## src/rtl/smoldvi_pkg.sv

```systemverilog
// Shared definitions for the DVI timing path: FSM encoding, 640x480@60 default
// timing, and the TMDS control-period symbols selected by {C1,C0}.
package smoldvi_pkg;

   typedef enum logic [1:0] {
      ST_IDLE  = 2'd0,
      ST_RUN   = 2'd1,
      ST_DRAIN = 2'd2
   } dvi_state_e;

   localparam int DEF_H_ACTIVE = 640;
   localparam int DEF_H_FRONT  = 16;
   localparam int DEF_H_SYNC   = 96;
   localparam int DEF_H_BACK   = 48;
   localparam int DEF_V_ACTIVE = 480;
   localparam int DEF_V_FRONT  = 10;
   localparam int DEF_V_SYNC   = 2;
   localparam int DEF_V_BACK   = 33;
   localparam int DEF_W_CTR    = 11;

   localparam logic [9:0] TMDS_CTRL_00 = 10'b1101010100;
   localparam logic [9:0] TMDS_CTRL_01 = 10'b0010101011;
   localparam logic [9:0] TMDS_CTRL_10 = 10'b0101010100;
   localparam logic [9:0] TMDS_CTRL_11 = 10'b1010101011;

   function automatic logic [9:0] tmds_ctrl_sym(input logic c1, input logic c0);
      logic [9:0] sym;
      case ({c1, c0})
         2'b00:   sym = TMDS_CTRL_00;
         2'b01:   sym = TMDS_CTRL_01;
         2'b10:   sym = TMDS_CTRL_10;
         default: sym = TMDS_CTRL_11;
      endcase
      return sym;
   endfunction

endpackage

```

## src/rtl/dvi_timing_axis.sv

```systemverilog
// One raster axis: wrapping counter with active/sync phase decode.
// Phase order is active, front porch, sync, back porch.
module dvi_timing_axis #(
   parameter int ACTIVE = 640,
   parameter int FRONT  = 16,
   parameter int SYNC   = 96,
   parameter int BACK   = 48,
   parameter int W      = 11
) (
   input  logic         clk_i,
   input  logic         rst_n_i,
   input  logic         clr_i,
   input  logic         inc_i,
   output logic [W-1:0] ctr_o,
   output logic         active_o,
   output logic         sync_o,
   output logic         wrap_o
);

   localparam int           TOTAL    = ACTIVE + FRONT + SYNC + BACK;
   localparam logic [W-1:0] LAST     = W'(TOTAL - 1);
   localparam logic [W-1:0] ACT_END  = W'(ACTIVE);
   localparam logic [W-1:0] SYNC_BEG = W'(ACTIVE + FRONT);
   localparam logic [W-1:0] SYNC_END = W'(ACTIVE + FRONT + SYNC);

   logic [W-1:0] ctr_q, ctr_d;

   always_comb begin
      ctr_d = ctr_q;
      if (clr_i) begin
         ctr_d = '0;
      end else if (inc_i) begin
         ctr_d = (ctr_q == LAST) ? '0 : ctr_q + 1'b1;
      end
   end

   always_ff @(posedge clk_i or negedge rst_n_i) begin
      if (!rst_n_i) ctr_q <= '0;
      else          ctr_q <= ctr_d;
   end

   assign ctr_o    = ctr_q;
   assign active_o = (ctr_q < ACT_END);
   assign sync_o   = (ctr_q >= SYNC_BEG) && (ctr_q < SYNC_END);
   assign wrap_o   = inc_i && (ctr_q == LAST);

endmodule

```

## src/rtl/dvi_timing_ctrl.sv

```systemverilog
// DVI raster timing and pixel scheduler: frame-aligned start/stop, two-stage
// output pipeline aligned to a 1-cycle-latency pixel source, sticky underflow.
//
//   state    | meaning
//   ST_IDLE  | counters held at 0, pipeline flushes to blanking
//   ST_RUN   | raster running, en high
//   ST_DRAIN | en dropped, finish current frame then go idle
module dvi_timing_ctrl
   import smoldvi_pkg::*;
#(
   parameter int H_ACTIVE   = DEF_H_ACTIVE,
   parameter int H_FRONT    = DEF_H_FRONT,
   parameter int H_SYNC     = DEF_H_SYNC,
   parameter int H_BACK     = DEF_H_BACK,
   parameter int V_ACTIVE   = DEF_V_ACTIVE,
   parameter int V_FRONT    = DEF_V_FRONT,
   parameter int V_SYNC     = DEF_V_SYNC,
   parameter int V_BACK     = DEF_V_BACK,
   parameter bit H_SYNC_POL = 1'b0,
   parameter bit V_SYNC_POL = 1'b0,
   parameter int W_CTR      = DEF_W_CTR
) (
   input  logic             clk,
   input  logic             rst_n,
   input  logic             en,
   output logic             pix_req,
   output logic [W_CTR-1:0] pix_x,
   output logic [W_CTR-1:0] pix_y,
   input  logic [23:0]      rgb_in,
   input  logic             rgb_vld,
   output logic [23:0]      rgb_out,
   output logic             den,
   output logic             hsync,
   output logic             vsync,
   output logic             frame_start,
   output logic             running,
   output logic             underflow,
   input  logic             clr_underflow
);

   dvi_state_e       state_q, state_d;
   logic             run_w;
   logic [W_CTR-1:0] h_ctr, v_ctr;
   logic             h_act, h_sync_act, h_wrap;
   logic             v_act, v_sync_act, v_wrap;

   assign run_w = (state_q != ST_IDLE);

   dvi_timing_axis #(
      .ACTIVE(H_ACTIVE), .FRONT(H_FRONT), .SYNC(H_SYNC), .BACK(H_BACK), .W(W_CTR)
   ) u_h_axis (
      .clk_i(clk), .rst_n_i(rst_n), .clr_i(!run_w), .inc_i(run_w),
      .ctr_o(h_ctr), .active_o(h_act), .sync_o(h_sync_act), .wrap_o(h_wrap)
   );

   dvi_timing_axis #(
      .ACTIVE(V_ACTIVE), .FRONT(V_FRONT), .SYNC(V_SYNC), .BACK(V_BACK), .W(W_CTR)
   ) u_v_axis (
      .clk_i(clk), .rst_n_i(rst_n), .clr_i(!run_w), .inc_i(h_wrap),
      .ctr_o(v_ctr), .active_o(v_act), .sync_o(v_sync_act), .wrap_o(v_wrap)
   );

   // v_wrap fires only at the last pixel of the last line, so DRAIN exits on a frame edge.
   always_comb begin
      state_d = state_q;
      case (state_q)
         ST_IDLE:  if (en) state_d = ST_RUN;
         ST_RUN:   if (!en) state_d = ST_DRAIN;
         ST_DRAIN: begin
            if (en)          state_d = ST_RUN;
            else if (v_wrap) state_d = ST_IDLE;
         end
         default:  state_d = ST_IDLE;
      endcase
   end

   always_ff @(posedge clk or negedge rst_n) begin
      if (!rst_n) state_q <= ST_IDLE;
      else        state_q <= state_d;
   end

   assign pix_req = run_w && h_act && v_act;
   assign pix_x   = h_ctr;
   assign pix_y   = v_ctr;
   assign running = run_w;

   // Stage 1 holds the raster phase while the source produces the pixel.
   logic den1_q, den1_d, hs1_q, hs1_d, vs1_q, vs1_d, fs1_q, fs1_d;
   logic [23:0] rgb_d;
   logic        den_d, hsync_d, vsync_d, fs_d, underflow_d, uflow_set;

   always_comb begin
      den1_d      = pix_req;
      hs1_d       = run_w && h_sync_act;
      vs1_d       = run_w && v_sync_act;
      fs1_d       = run_w && (h_ctr == '0) && (v_ctr == '0);
      uflow_set   = den1_q && !rgb_vld;
      den_d       = den1_q;
      hsync_d     = hs1_q ? H_SYNC_POL : !H_SYNC_POL;
      vsync_d     = vs1_q ? V_SYNC_POL : !V_SYNC_POL;
      fs_d        = fs1_q;
      rgb_d       = (den1_q && rgb_vld) ? rgb_in : 24'h0;
      underflow_d = uflow_set ? 1'b1 : (clr_underflow ? 1'b0 : underflow);
   end

   always_ff @(posedge clk or negedge rst_n) begin
      if (!rst_n) begin
         den1_q      <= 1'b0;
         hs1_q       <= 1'b0;
         vs1_q       <= 1'b0;
         fs1_q       <= 1'b0;
         den         <= 1'b0;
         hsync       <= !H_SYNC_POL;
         vsync       <= !V_SYNC_POL;
         frame_start <= 1'b0;
         rgb_out     <= 24'h0;
         underflow   <= 1'b0;
      end else begin
         den1_q      <= den1_d;
         hs1_q       <= hs1_d;
         vs1_q       <= vs1_d;
         fs1_q       <= fs1_d;
         den         <= den_d;
         hsync       <= hsync_d;
         vsync       <= vsync_d;
         frame_start <= fs_d;
         rgb_out     <= rgb_d;
         underflow   <= underflow_d;
      end
   end

endmodule

```

## config.mk

```make
export PLATFORM = sky130hd
export DESIGN_NAME = dvi_timing_ctrl
export DESIGN_NICKNAME = d
export VERILOG_FILES = /design/src/rtl/smoldvi_pkg.sv /design/src/rtl/dvi_timing_axis.sv /design/src/rtl/dvi_timing_ctrl.sv
export SDC_FILE = /design/constraint.sdc
export NUM_CORES = 1
export LEC_CHECK = 0
export CAP_MARGIN = 10
export CORE_MARGIN = 2
export CORE_UTILIZATION = 46
export CTS_CLUSTER_SIZE = 40
export DETAILED_ROUTE_END_ITERATION = 7
export HOLD_SLACK_MARGIN = 0.1
export PLACE_DENSITY = 0.8
export REMOVE_ABC_BUFFERS = 1
export SYNTH_ARGS = -nofsm -noshare
export SYNTH_HDL_FRONTEND = slang
export SYNTH_SLANG_ARGS = --single-unit
```

## constraint.sdc

```tcl
create_clock -name clk -period 3.1 [get_ports clk]
set_input_delay 0.31 -clock clk [delete_from_list [all_inputs] [get_ports clk]]
set_output_delay 0.31 -clock clk [all_outputs]
set_load 0.005 [all_outputs]
```

Yosys cells after proc, flatten, opt, wreduce, memory -nomap -nowiden
Cells that the tools add are included.
{"block": "op_classes", "n_addsub": 2, "muxes": 15, "order_cmp": 6, "n_eq_ne": 8, "reduce_logical": 19}
{"cell": "$mux W11", "n": 5}
{"cell": "$mux W24", "n": 1}
{"cell": "$add A11 B1 Y11 const B", "n": 2}
{"cell": "$eq A11 B10 Y1 const B", "n": 2}
{"cell": "$logic_not A11 Y1", "n": 2}
{"cell": "$lt A11 B10 Y1 const B", "n": 2}
{"cell": "$lt A11 B9 Y1 const B", "n": 2}
{"cell": "$logic_and A1 B1 Y1", "n": 12}
{"cell": "$ge A11 B10 Y1 const B", "n": 1}
{"cell": "$ge A11 B9 Y1 const B", "n": 1}
{"cell": "$mux W2", "n": 4}
{"cell": "$pmux W2 S3", "n": 1}
{"cell": "$mux W1", "n": 4}
{"cell": "$ne A2 B2 Y1 const B", "n": 2}
{"cell": "$reduce_bool A2 Y1", "n": 2}
{"cell": "$ne A3 B2 Y1 const B", "n": 1}
{"cell": "$reduce_and A3 Y1", "n": 1}
{"cell": "$eq A2 B1 Y1 const B", "n": 1}
{"cell": "$eq A2 B2 Y1 const B", "n": 1}
{"cell": "$logic_not A2 Y1", "n": 1}
{"cell": "$ne A2 B1 Y1 const B", "n": 1}
{"cell": "$logic_not A1 Y1", "n": 1}
{"block": "totals", "inputBits": 29, "regBits": 57}

Logic depth before layout (Yosys ltp)
Gate-level depths: netlist (run 1).
{"block": "logic_depth", "ltp_word": 6, "ltp_mapped": 6}

By module
A second synthesis (run 1) with hierarchy kept.
{"block": "hier_totals", "cells_unflattened": 226, "hier_area_um2": 2477.4}
{"mod": "dvi_timing_ctrl", "instances": 1, "cells_per_inst": 85, "seq_area_each_um2": 878.3, "area_per_inst_um2": 1166.1}
{"mod": "dvi_timing_axis (u_v_axis)", "instances": 1, "cells_per_inst": 70, "seq_area_each_um2": 275.3, "area_per_inst_um2": 671.9}
{"mod": "dvi_timing_axis (u_h_axis)", "instances": 1, "cells_per_inst": 71, "seq_area_each_um2": 275.3, "area_per_inst_um2": 639.4}

Worst setup path after synthesis (run 1)
Ideal clock, no wire load.
{"block": "synth_path", "path_type": "flip-flop to flip-flop", "start": "register u_h_axis.ctr_q[0], in the netlist u_h_axis.ctr_o[0]", "end": "register u_v_axis.ctr_q[6], in the netlist u_v_axis.ctr_o[6]", "arrival_ps": 1533, "slack_ps": 1441, "path_stages_with_launch": 6, "t_required_ps": 2974, "n_path_buf": 0, "setup_ps": 126, "period_less_slack_ps": 1659, "path_cell_list": "dfrtp_1 > ha_1 > and4_1 > and4b_4 > and2_4 > a221o_1"}
{"block": "synth_via", "elab_chain_cells": 3}
{"element": "start, declared", "line": "dvi_timing_axis.sv:26", "source": "logic [W-1:0] ctr_q, ctr_d;"}
{"element": "start signal, assigned", "line": "dvi_timing_axis.sv:39", "source": "else ctr_q <= ctr_d;"}
{"element": "$eq A11 B10 Y1", "line": "dvi_timing_axis.sv:45", "source": "assign wrap_o = inc_i && (ctr_q == LAST);"}
{"element": "$logic_and A1 B1 Y1", "line": "dvi_timing_axis.sv:45"}
{"element": "$ne A2 B1 Y1 (no line)"}
{"element": "end signal, assigned", "line": "dvi_timing_axis.sv:39"}
{"element": "end, declared", "line": "dvi_timing_axis.sv:26"}
Every way passes these cells.
A chain may end at the register's enable or synchronous reset.

Worst setup path after layout (run 1)
{"block": "layout_path", "start": "register state_q[0]", "end": "output port pix_req"}
{"block": "layout_via", "elab_chain_cells": 3}
{"element": "start, declared", "line": "dvi_timing_ctrl.sv:41", "source": "dvi_state_e state_q, state_d;"}
{"element": "start signal, assigned", "line": "dvi_timing_ctrl.sv:79", "source": "else state_q <= state_d;"}
{"element": "$reduce_bool A2 Y1", "line": "dvi_timing_ctrl.sv:47", "source": "assign run_w = (state_q != ST_IDLE);"}
{"element": "$logic_and A1 B1 Y1 (2 in series)", "line": "dvi_timing_ctrl.sv:82", "source": "assign pix_req = run_w && h_act && v_act;"}
{"element": "end, declared", "line": "dvi_timing_ctrl.sv:26", "source": "output logic pix_req,"}
Every way passes these cells.

==> summary.md, run 1 <==
| Metric | Value |
|---|---|
| Remaining routing DRC violations | `0` |
| R2R depth | `4` |
| Wirelength, routed | `6.13 mm` |
| Clock share of power | `0.461` |
| Die width | `77.4 microns` |
| N_diodes | `0` |
| First-pass iteration count of the detailed router | `4` |
| Crit. End Element | `output port` |
| Overall power | `1.88 mW` |
| Die area | `5990 sq um` |
| Hold Path Stages | `0` |
| Commonest non-fill, non-tap cell in the layout | `clkdlybuf4s50_1` |
| Yosys top cell area share | `0.556` |
| Sw frac | `0.222` |
| Num rows | `26` |
| Setup bufs post-CTS | `0` |
| Placed insts | `361` |
| RSZ-0062 raised after global routing | `false` |
| Library cells used by synthesis | `45` |
| Clk buf depth | `2` |
| Area growth syn-to-layout | `44.4%` |
| Slew @ Worst Pin | `0.712 ns` |
| Internal power | `1.46 mW` |
| Worst vdd ir | `0.405 mV` |
| Buffers on Ports | `81` |
| DP HPWL | `4.16 mm` |
| PwrDens | `525 nW/um^2` |
| Worst-path clk slew | `0.07 ns` |
| Synth Instances | `219` |
| CTS H-tree lvls | `3` |
| Number of synthesized flops with an enable pin | `0` |
| Final Hold Vio Count | `0` |
| Number of global-route vias before repair | `1915` |
| Post-synthesis sequential area ratio | `0.577` |
| Post-route cell area | `3580 sq um` |
| Post-route setup slack | `0.536 ns` |
| Final clock skew | `0.00594 ns` |
| Ys async rst share | `1.00` |
| GP Congestion | `0.829` |
| Max stage delay on crit path | `0.59 ns` |
| DR vias | `2075` |
| # setup viols final | `0` |
| Final period util | `0.827` |
| Nets | `337` |
| Final ANT Viol Nets | `0` |
| Outcome | `finished, final reports clean` |
| Initial Utilization | `0.482` |
| Final Max Tran Viols | `0` |
| Share of layout cells above drive strength 1 | `0.0974` |
| Max-cap violation count | `0` |
| GRT Total Usage | `0.216` |
| CTS Buf Count | `9` |
| Dpl cell area | `3310 sq um` |
| Setup TNS | `0 ns` |
| I/O Pins | `82` |
| Fin crit period | `2.56 ns` |
| Pin count of the biggest net entering global routing | `33` |
| Startpoint type of the worst setup path | `flop` |
| Max transition margin | `0.525` |
| Initial antenna violation count | `0` |
| Critical-path top delay cell | `clkdlybuf4s50_1` |
| Avg WL per Cell | `16.2 microns` |
| Leakage power | `1.62 nW` |
| CP Depth | `4` |
| Die H | `77.4 microns` |
| 1st-iter DRT viols | `97` |
| Crit Path Class | `reg -> out` |
| Grt ovf | `0` |
| CP required | `2.79 ns` |
| TritonCTS clock tree | `done` |
| Fmax | `0.390 GHz` |
| Clk sinks | `57` |
| Number of warnings issued by yosys | `0` |
| Seq pwr share | `0.431` |
| Ys flop type | `dfrtp_1` |
| Vias per inst | `5.49` |
| Critical path's top delay family | `simple AND/OR/NAND/NOR gates` |
| Arr. time, crit path | `2.25 ns` |
| Critical Path Fanout Max | `8` |
| Worst Path Buf+Inv | `1` |
| Area leader, netlist | `dfrtp_1` |
| First-pass GRT wire length | `9.84 mm` |
| Critical path, cell by cell | `nor2_1, or3_1, nor4b_1, clkdlybuf4s50_1` |
| Non-filler cells, final | `378` |
| Mean Syn Cell Area | `11.3 sq um` |
| Synth Register Bits | `57` |
| Synthesized area | `2480 sq um` |
| Clock Latency Late Sink | `0.34 ns` |
| Comb power frac | `0.108` |
| Top cells by area, synth | `dfrtp_1 56%, and3_1 6.3%, xor2_1 3.2%, ha_1 2.5%, nor2_1 2.4%` |
| Hold WC Path Type | `reg -> reg` |
| Post-place setup slack | `0.924 ns` |
| Net Sw Power | `0.416 mW` |
| Clk root buf | `clkbuf_8` |
| Core ar. | `5140 sq um` |
| Most frequent cells in the layout | `80 x clkdlybuf4s50_1, 55 x dfrtp_1, 25 x and3_1` |
kinds of logic after synthesis:
| group | synth area share |
|---|---|
| AOI/OAI and AO/OA | 0.0627 |
| xor gates and xnor gates | 0.0354 |
| adders and majority gates | 0.0253 |
| buffers and inverters | 0.0440 |
| DFF | 0.577 |
| and+or+nand+nor | 0.256 |
synthesized netlist by cell type, drive strengths merged (4+ instances only):
library cell / n
and3: 28
nand4: 9
clkbuf: 6
xor2: 9
buf: 4
and2: 4
dfrtp: 55
nor2: 16
nor3: 4
a31oi: 5
and4: 6
nand2: 12
nand3: 11
o21ai: 5
inv: 12
ha: 5
flip-flops by register name, summed over array words and instances (netlist names):
name	count
den	1
den1_q	1
frame_start	1
fs1_q	1
hs1_q	1
hsync	1
rgb_out	24
state_q	2
u_h_axis.ctr_o	11
u_v_axis.ctr_o	11
underflow	1
vs1_q	1
vsync	1
per-stage QoR:
step	utilization	hold slack, ns
2_1_floorplan	-	0.0144
3_3_place_gp	0.645	0.337
3_5_place_dp	0.645	0.338
4_1_cts	0.696	0.354
5_1_grt	0.696	0.357
6_report	0.696	0.350
final timing paths:
kind	startpoint	to	slack (ns)
min reg2reg	fs1_q	frame_start	0.35
max in group asynchronous	rst_n	vsync	1.70
max reg2reg	u_v_axis.ctr_o[6]	u_v_axis.ctr_o[10]	1.15
min	fs1_q	frame_start	0.35
max	state_q[0]	pix_req	0.54
min in group asynchronous	rst_n	rgb_out[3]	0.56
power groups by stage:
stage          combinational (mW)  clock [mW]  sequential (mW)
2_1_floorplan              0.0565           0            0.823
3_3_place_gp                0.199           0            0.824
3_5_place_dp                0.202           0            0.824
4_1_cts                     0.206       0.888            0.810
5_1_grt                     0.219       0.917            0.815
6_report                    0.202       0.866            0.810
cell type report:
cell class	count	area, sq um
Clock inverter	6	115
Multi-Input combinational cell	140	938
Fill cell	391	1560
Timing Repair Buffer	83	823
Inverter	12	45.0
Clock buffer	10	138
Tap cell	70	87.6
Sequential cell	57	1430
worst register-to-register path, cell delays in order (launching register included):
cell and delay [ns]:
dfrtp_1 0.48, nor4_2 0.38, nand4_2 0.39, and2_4 0.29, a221o_1 0.30
layer usage:
layer  global-route usage  share of wire  vias up
li1                     -              -      952
met5                    0              0        -
met3               0.0535          0.073       10
met4               0.0964          0.017        0
met2                0.319           0.45      105
met1                0.302           0.46     1008
what timing repair did:
item,in CTS,in global routing
hold buffers,1,0
hold endpoints to repair,30,0
gates resized for setup,0,0
Power figures use the tool's default switching activity.
==> inputs of run 2 (changes only) <==
--- a/config.mk
+++ b/config.mk
@@ -7,11 +7,11 @@
 export LEC_CHECK = 0
 export CAP_MARGIN = 10
 export CORE_MARGIN = 2
-export CORE_UTILIZATION = 46
+export CORE_UTILIZATION = 45
 export CTS_CLUSTER_SIZE = 40
 export DETAILED_ROUTE_END_ITERATION = 7
 export HOLD_SLACK_MARGIN = 0.1
-export PLACE_DENSITY = 0.8
+export PLACE_DENSITY = 0.79
 export REMOVE_ABC_BUFFERS = 1
 export SYNTH_ARGS = -nofsm -noshare
 export SYNTH_HDL_FRONTEND = slang
==> constraint.sdc (replaced) <==
create_clock -name clk -period 2.5 [get_ports clk]
set_input_delay 0.25 -clock clk [delete_from_list [all_inputs] [get_ports clk]]
set_output_delay 0.25 -clock clk [all_outputs]
set_load 0.005 [all_outputs]
==> run 2 against run 1 <==
Count of clock-buffer cells in the layout did not move. Via count down 4.6%. Design area fell by 1.7%. Clock skew down 0.0018 ns. Critical endpoint unchanged. Highest routed layer unchanged.
==> summary.md, run 2 (synthesis gave the netlist of run 1 again) <==
| Metric | Value |
|---|---|
| Clk sinks | `57 (unchanged)` |
| Critical Path Fanout Max | `6 (-2)` |
| Clock Latency Late Sink | `0.33 ns (about the same)` |
| Crit Path Class | `reg -> out` |
| Fill cells | `442 (+13%)` |
| DR vias | `1979 (-4.6%)` |
| Post-place setup slack | `0.401 ns (-0.523 ns)` |
| # setup viols final | `0 (unchanged)` |
| Grt ovf | `0 (unchanged)` |
| Wirelength, routed | `5.91 mm (-3.5%)` |
| Remaining routing DRC violations | `0 (unchanged)` |
| Nets | `338 (+0.30%)` |
| FF+latch area | `1430 sq um (unchanged)` |
| Number of global-route vias before repair | `1915 (unchanged)` |
| Number of flip-flops in the largest register | `24 (unchanged)` |
| Die width | `78.2 microns (+1.0%)` |
| Fmax | `0.424 GHz` |
| 1st-iter DRT viols | `72 (-26%)` |
| Post-route cell area | `3510 sq um (-1.7%)` |
| Final period util | `0.943` |
| Die H | `78.2 microns (+1.0%)` |
| Final Max Tran Viols | `0 (unchanged)` |
| DP HPWL | `4.03 mm (-3.1%)` |
| Last element of the critical path | `pix_req` |
| Fin crit period | `2.36 ns` |
| Arr. time, crit path | `2.11 ns (-0.14 ns)` |
| TritonCTS clock tree | `done` |
| RR Startpoint | `u_v_axis.ctr_o[5]` |
| RSZ-0062 raised after global routing | `false` |
| Biggest register | `rgb_out` |
| Max-cap violation count | `0 (unchanged)` |
| Commonest non-fill, non-tap cell in the layout | `clkdlybuf4s50_1` |
| Crit. End Element | `output port` |
| Setup bufs post-CTS | `0 (unchanged)` |
| Clk buf depth | `2 (unchanged)` |
| First-pass iteration count of the detailed router | `4 (unchanged)` |
| CTS Buf Count | `9 (unchanged)` |
| First-pass GRT wire length | `9.60 mm (-2.4%)` |
| Max transition margin | `0.569 (+0.0434)` |
| GRT Total Usage | `0.206 (-0.00925)` |
| Worst-path clk slew | `0.07 ns (about the same)` |
| Initial antenna violation count | `0 (unchanged)` |
| Multi-input combinational cell area | `945 sq um (+0.67%)` |
| Share of layout cells above drive strength 1 | `0.100 (+0.00292)` |
| CP required | `2.25 ns (-0.54 ns)` |
| CTS H-tree lvls | `3 (unchanged)` |
| Avg WL per Cell | `15.5 microns (-4.3%)` |
| Clk root buf | `clkbuf_8` |
| Initial Utilization | `0.458 (-0.0236)` |
| Overall power | `1.98 mW (+5.6%)` |
| I/O Pins | `82 (unchanged)` |
| Pin count of the biggest net entering global routing | `35 (+6.1%)` |
| Leakage power | `1.59 nW (-1.7%)` |
| Final ANT Viol Nets | `0 (unchanged)` |
| Die area | `6110 sq um (+2.1%)` |
| N_diodes | `0 (unchanged)` |
| Buffers on Ports | `81 (unchanged)` |
| Num rows | `27 (+3.8%)` |
| Setup TNS | `0 ns (unchanged)` |
| R2R depth | `4 (unchanged)` |
| Most frequent cells in the layout | `80 x clkdlybuf4s50_1, 55 x dfrtp_1, 25 x and3_1` |
| Core ar. | `5410 sq um (+5.2%)` |
| Outcome | `finished, final reports clean` |
| Post-route setup slack | `0.142 ns (-0.394 ns)` |
| GP Congestion | `0.786 (-5.2%)` |
| R2r endpoint | `u_v_axis.ctr_o[10]` |
| Final clock skew | `0.00418 ns (-0.00177 ns)` |
| Worst vdd ir | `0.378 mV (-6.7%)` |
| Crit. Startpoint | `u_v_axis.ctr_o[9]` |
| Slew @ Worst Pin | `0.645 ns (-0.0672 ns)` |
| Area growth syn-to-layout | `41.9%` |
| PwrDens | `564 nW/um^2 (+7.4%)` |
| Startpoint type of the worst setup path | `flop` |
| Dpl cell area | `3340 sq um (+0.68%)` |
| Hold WC Path Type | `reg -> reg` |
| Vias per inst | `5.19 (-5.4%)` |
| Worst R2R Setup Slack | `0.61 ns (-0.54 ns)` |
| Final Hold Vio Count | `0 (unchanged)` |
==> run 2: area by class of cell <==
type | count | area share
inverter | 12 | 0.0128
tap | 72 | 0.0256
sequential | 57 | 0.407
clock buffer | 10 | 0.0363
multi-input combinational | 140 | 0.269
clock inverter | 6 | 0.00997
timing repair buffer | 84 | 0.240
==> run 2: timing repair <==
action | in CTS | in global routing
gates resized for setup | 0 | 1
hold buffers | 1 | 0
endpoints found under the setup margin | 0 | 1
hold endpoints to repair | 22 | 0
==> run 2: where the power goes <==
group | internal, mW | switching [mW] | total, mW
Clock | 0.352 | 0.368 | 0.720
Sequential | 0.970 | 0.0354 | 1.01
Combinational | 0.156 | 0.101 | 0.257
==> run 2: through the flow <==
stage                     hold WS, ns  instances  utilization
final                           0.350        381        0.650
after global routing            0.351        381        0.650
after CTS                       0.345        381        0.649
after detailed placement        0.279        364        0.617
after global placement          0.267        364        0.617
after floorplan               -0.0456        209            -
==> run 2: worst min path at each step <==
stage | startpoint | end | cells after the start | slack [ns]
2_1_floorplan | rst_n | den | 0 | -0.05
3_3_place_gp | rst_n | rgb_out[1] | 1 | 0.27
3_5_place_dp | rst_n | rgb_out[1] | 1 | 0.28
4_1_cts | vs1_q | vsync | 1 | 0.35
5_1_grt | vs1_q | vsync | 1 | 0.35
6_report | vs1_q | vsync | 1 | 0.35
==> run 2: per-layer routing <==
metal / GRT usage / vias to the layer above / wire, microns
met4: 0.0842 / 0 / 72
met3: 0.0575 / 6 / 420
met1: 0.278 / 934 / 2770
met5: 0 / - / 0
li1: - / 952 / -
met2: 0.316 / 87 / 2650
==> run 2: worst max-delay path, stage by stage (launching register included) <==
cell and delay, ns:
dfrtp_1 0.43, or3_1 0.44, nor4b_2 0.34, clkdlybuf4s50_1 0.56
==> inputs of run 3 (changes only) <==
--- a/config.mk
+++ b/config.mk
@@ -10,6 +10,7 @@
 export CORE_UTILIZATION = 45
 export CTS_CLUSTER_SIZE = 40
 export DETAILED_ROUTE_END_ITERATION = 7
+export GPL_TIMING_DRIVEN = 0
 export HOLD_SLACK_MARGIN = 0.1
 export PLACE_DENSITY = 0.79
 export REMOVE_ABC_BUFFERS = 1
==> run 3 against run 2 <==
Clock power up 18%. Utilization up 0.72 points. Count of clock-buffer cells in the layout up 2. Clock skew up 0.0081 ns. Register-to-register slack worse by 0.10 ns. Worst setup slack got worse by 0.0051 ns. Total power rose by 6.7%.
==> summary.md, run 3 (synthesis gave the netlist of run 1 again) <==
| Metric | Value |
|---|---|
| Arr. time, crit path | `2.11 ns (about the same)` |
| CTS Buf Count | `9 (unchanged)` |
| Buffers on Ports | `81 (unchanged)` |
| GP Congestion | `0.811 (+3.3%)` |
| Clk buf depth | `2 (unchanged)` |
| Worst R2R Setup Slack | `0.51 ns (-0.10 ns)` |
| Critical Path Fanout Max | `8 (+2)` |
| Final Max Tran Viols | `0 (unchanged)` |
| Clock Latency Late Sink | `0.33 ns (about the same)` |
| Setup bufs post-CTS | `0 (unchanged)` |
| Grt ovf | `0 (unchanged)` |
| I/O Pins | `82 (unchanged)` |
| Die width | `78.2 microns (unchanged)` |
| Area growth syn-to-layout | `43.5%` |
| Initial antenna violation count | `0 (unchanged)` |
| Leakage power | `1.62 nW (+1.7%)` |
| Biggest register | `rgb_out` |
| Non-filler cells, final | `379 (-0.52%)` |
| Fin crit period | `2.36 ns (+0.00514 ns)` |
| Initial Utilization | `0.458 (unchanged)` |
| First-pass iteration count of the detailed router | `4 (unchanged)` |
| Worst-path clk slew | `0.06 ns (about the same)` |
| Max-cap violation count | `0 (unchanged)` |
| Number of global-route vias before repair | `1942 (+1.4%)` |
| RR Startpoint | `u_v_axis.ctr_o[5]` |
| Final period util | `0.945 (+0.00206)` |
| # setup viols final | `0 (unchanged)` |
| Slew @ Worst Pin | `0.648 ns (+0.00346 ns)` |
| Pin count of the biggest net entering global routing | `32 (-8.6%)` |
| Hold WC Path Type | `reg -> reg` |
| Clk sinks | `57 (unchanged)` |
| Avg WL per Cell | `15.1 microns (-2.8%)` |
| Max layer used | `met4` |
| Startpoint type of the worst setup path | `flop` |
| Share of layout cells above drive strength 1 | `0.0977 (-0.00260)` |
| Core ar. | `5410 sq um (unchanged)` |
| Met3 wire length | `376 microns (-10%)` |
| CP required | `2.25 ns (about the same)` |
| 1st-iter DRT viols | `45 (-38%)` |
| CTS H-tree lvls | `3 (unchanged)` |
| Final Hold Vio Count | `0 (unchanged)` |
| Post-route cell area | `3550 sq um (+1.1%)` |
| Crit. Startpoint | `state_q[0]` |
| Num rows | `27 (unchanged)` |
| Final ANT Viol Nets | `0 (unchanged)` |
| Wirelength, routed | `5.71 mm (-3.3%)` |
| PwrDens | `595 nW/um^2 (+5.6%)` |
| First-pass GRT wire length | `9.20 mm (-4.2%)` |
| Multi-input combinational cell area | `958 sq um (+1.5%)` |
| FF+latch area | `1430 sq um (unchanged)` |
| Vias per inst | `5.29 (+1.8%)` |
| Nets | `337 (-0.30%)` |
| Max transition margin | `0.566 (-0.00231)` |
| N_diodes | `0 (unchanged)` |
| Hold WS | `0.347 ns (-0.00293 ns)` |
| Crit. End Element | `output port` |
| Outcome | `finished, final reports clean` |
| Fill cells | `418 (-5.4%)` |
| Crit Path Class | `reg -> out` |
| TritonCTS clock tree | `done` |
| Final clock skew | `0.0123 ns (+0.00811 ns)` |
| Dpl cell area | `3330 sq um (-0.23%)` |
| Remaining routing DRC violations | `0 (unchanged)` |
| Placed insts | `363 (-0.27%)` |
| Length of routed met2 wiring | `2.52 mm (-4.9%)` |
| Worst vdd ir | `0.312 mV (-17%)` |
| Setup TNS | `0 ns (unchanged)` |
| Most frequent cells in the layout | `80 x clkdlybuf4s50_1, 55 x dfrtp_1, 25 x and3_1` |
| DR vias | `2005 (+1.3%)` |
| Die area | `6110 sq um (unchanged)` |
| Commonest non-fill, non-tap cell in the layout | `clkdlybuf4s50_1` |
| GRT Total Usage | `0.194 (-0.0120)` |
| Die H | `78.2 microns (unchanged)` |
| DP HPWL | `3.89 mm (-3.4%)` |
| Clk root buf | `clkbuf_8` |
| Fmax | `0.423 GHz (-0.22%)` |
| DRT met1 WL | `2.67 mm (-3.6%)` |
| Number of flip-flops in the largest register | `24 (unchanged)` |
| Worst hold path startpoint | `vs1_q` |
run 3: critical path, stage by stage, from the launching register on:
cell and delay, ns:
dfrtp_1 0.38, nor2_1 0.15, or3_4 0.38, nor4b_4 0.31, clkdlybuf4s50_1 0.56
run 3: routing by layer:
layer / vias up / GRT usage
li1: 949 / -
met1: 952 / 0.262
met2: 90 / 0.296
met3: 14 / 0.0483
met4: 0 / 0.0947
met5: - / 0
run 3: path summary, 6_finish.rpt:
path	cells after the start	endpoint
min reg2reg	1	vsync
max reg2reg	4	u_v_axis.ctr_o[10]
min	1	vsync
min in group asynchronous	2	rgb_out[18]
max	4	pix_req
max in group asynchronous	3	vsync
run 3: metrics by stage:
step | util | power, mW | setup WS [ns]
after floorplan | - | 1.09 | 0.792
after global placement | 0.613 | 1.27 | -0.567
after detailed placement | 0.616 | 1.28 | 0.287
after CTS | 0.655 | 2.13 | 0.0428
after global routing | 0.657 | 2.21 | -0.00133
final | 0.657 | 2.12 | 0.137
run 3: where the power goes:
part / total (mW) / internal, mW / switching (mW)
Sequential: 1.01 / 0.971 / 0.0378
Combinational: 0.257 / 0.156 / 0.101
Clock: 0.850 / 0.506 / 0.344
Total: 2.12 / 1.63 / 0.483
run 3: final cells by class:
type                       instances  share of cell area
multi-input combinational        140               0.270
clock buffer                      12              0.0437
clock inverter                     3              0.0113
sequential                        57               0.402
tap                               72              0.0254
timing repair buffer              83               0.235
inverter                          12              0.0127
run 3: repair_timing:
action | CTS | global route
hold endpoints to repair | 25 | 0
setup endpoints to repair | 1 | 1
gates resized for setup | 1 | 2
hold buffers | 1 | 0
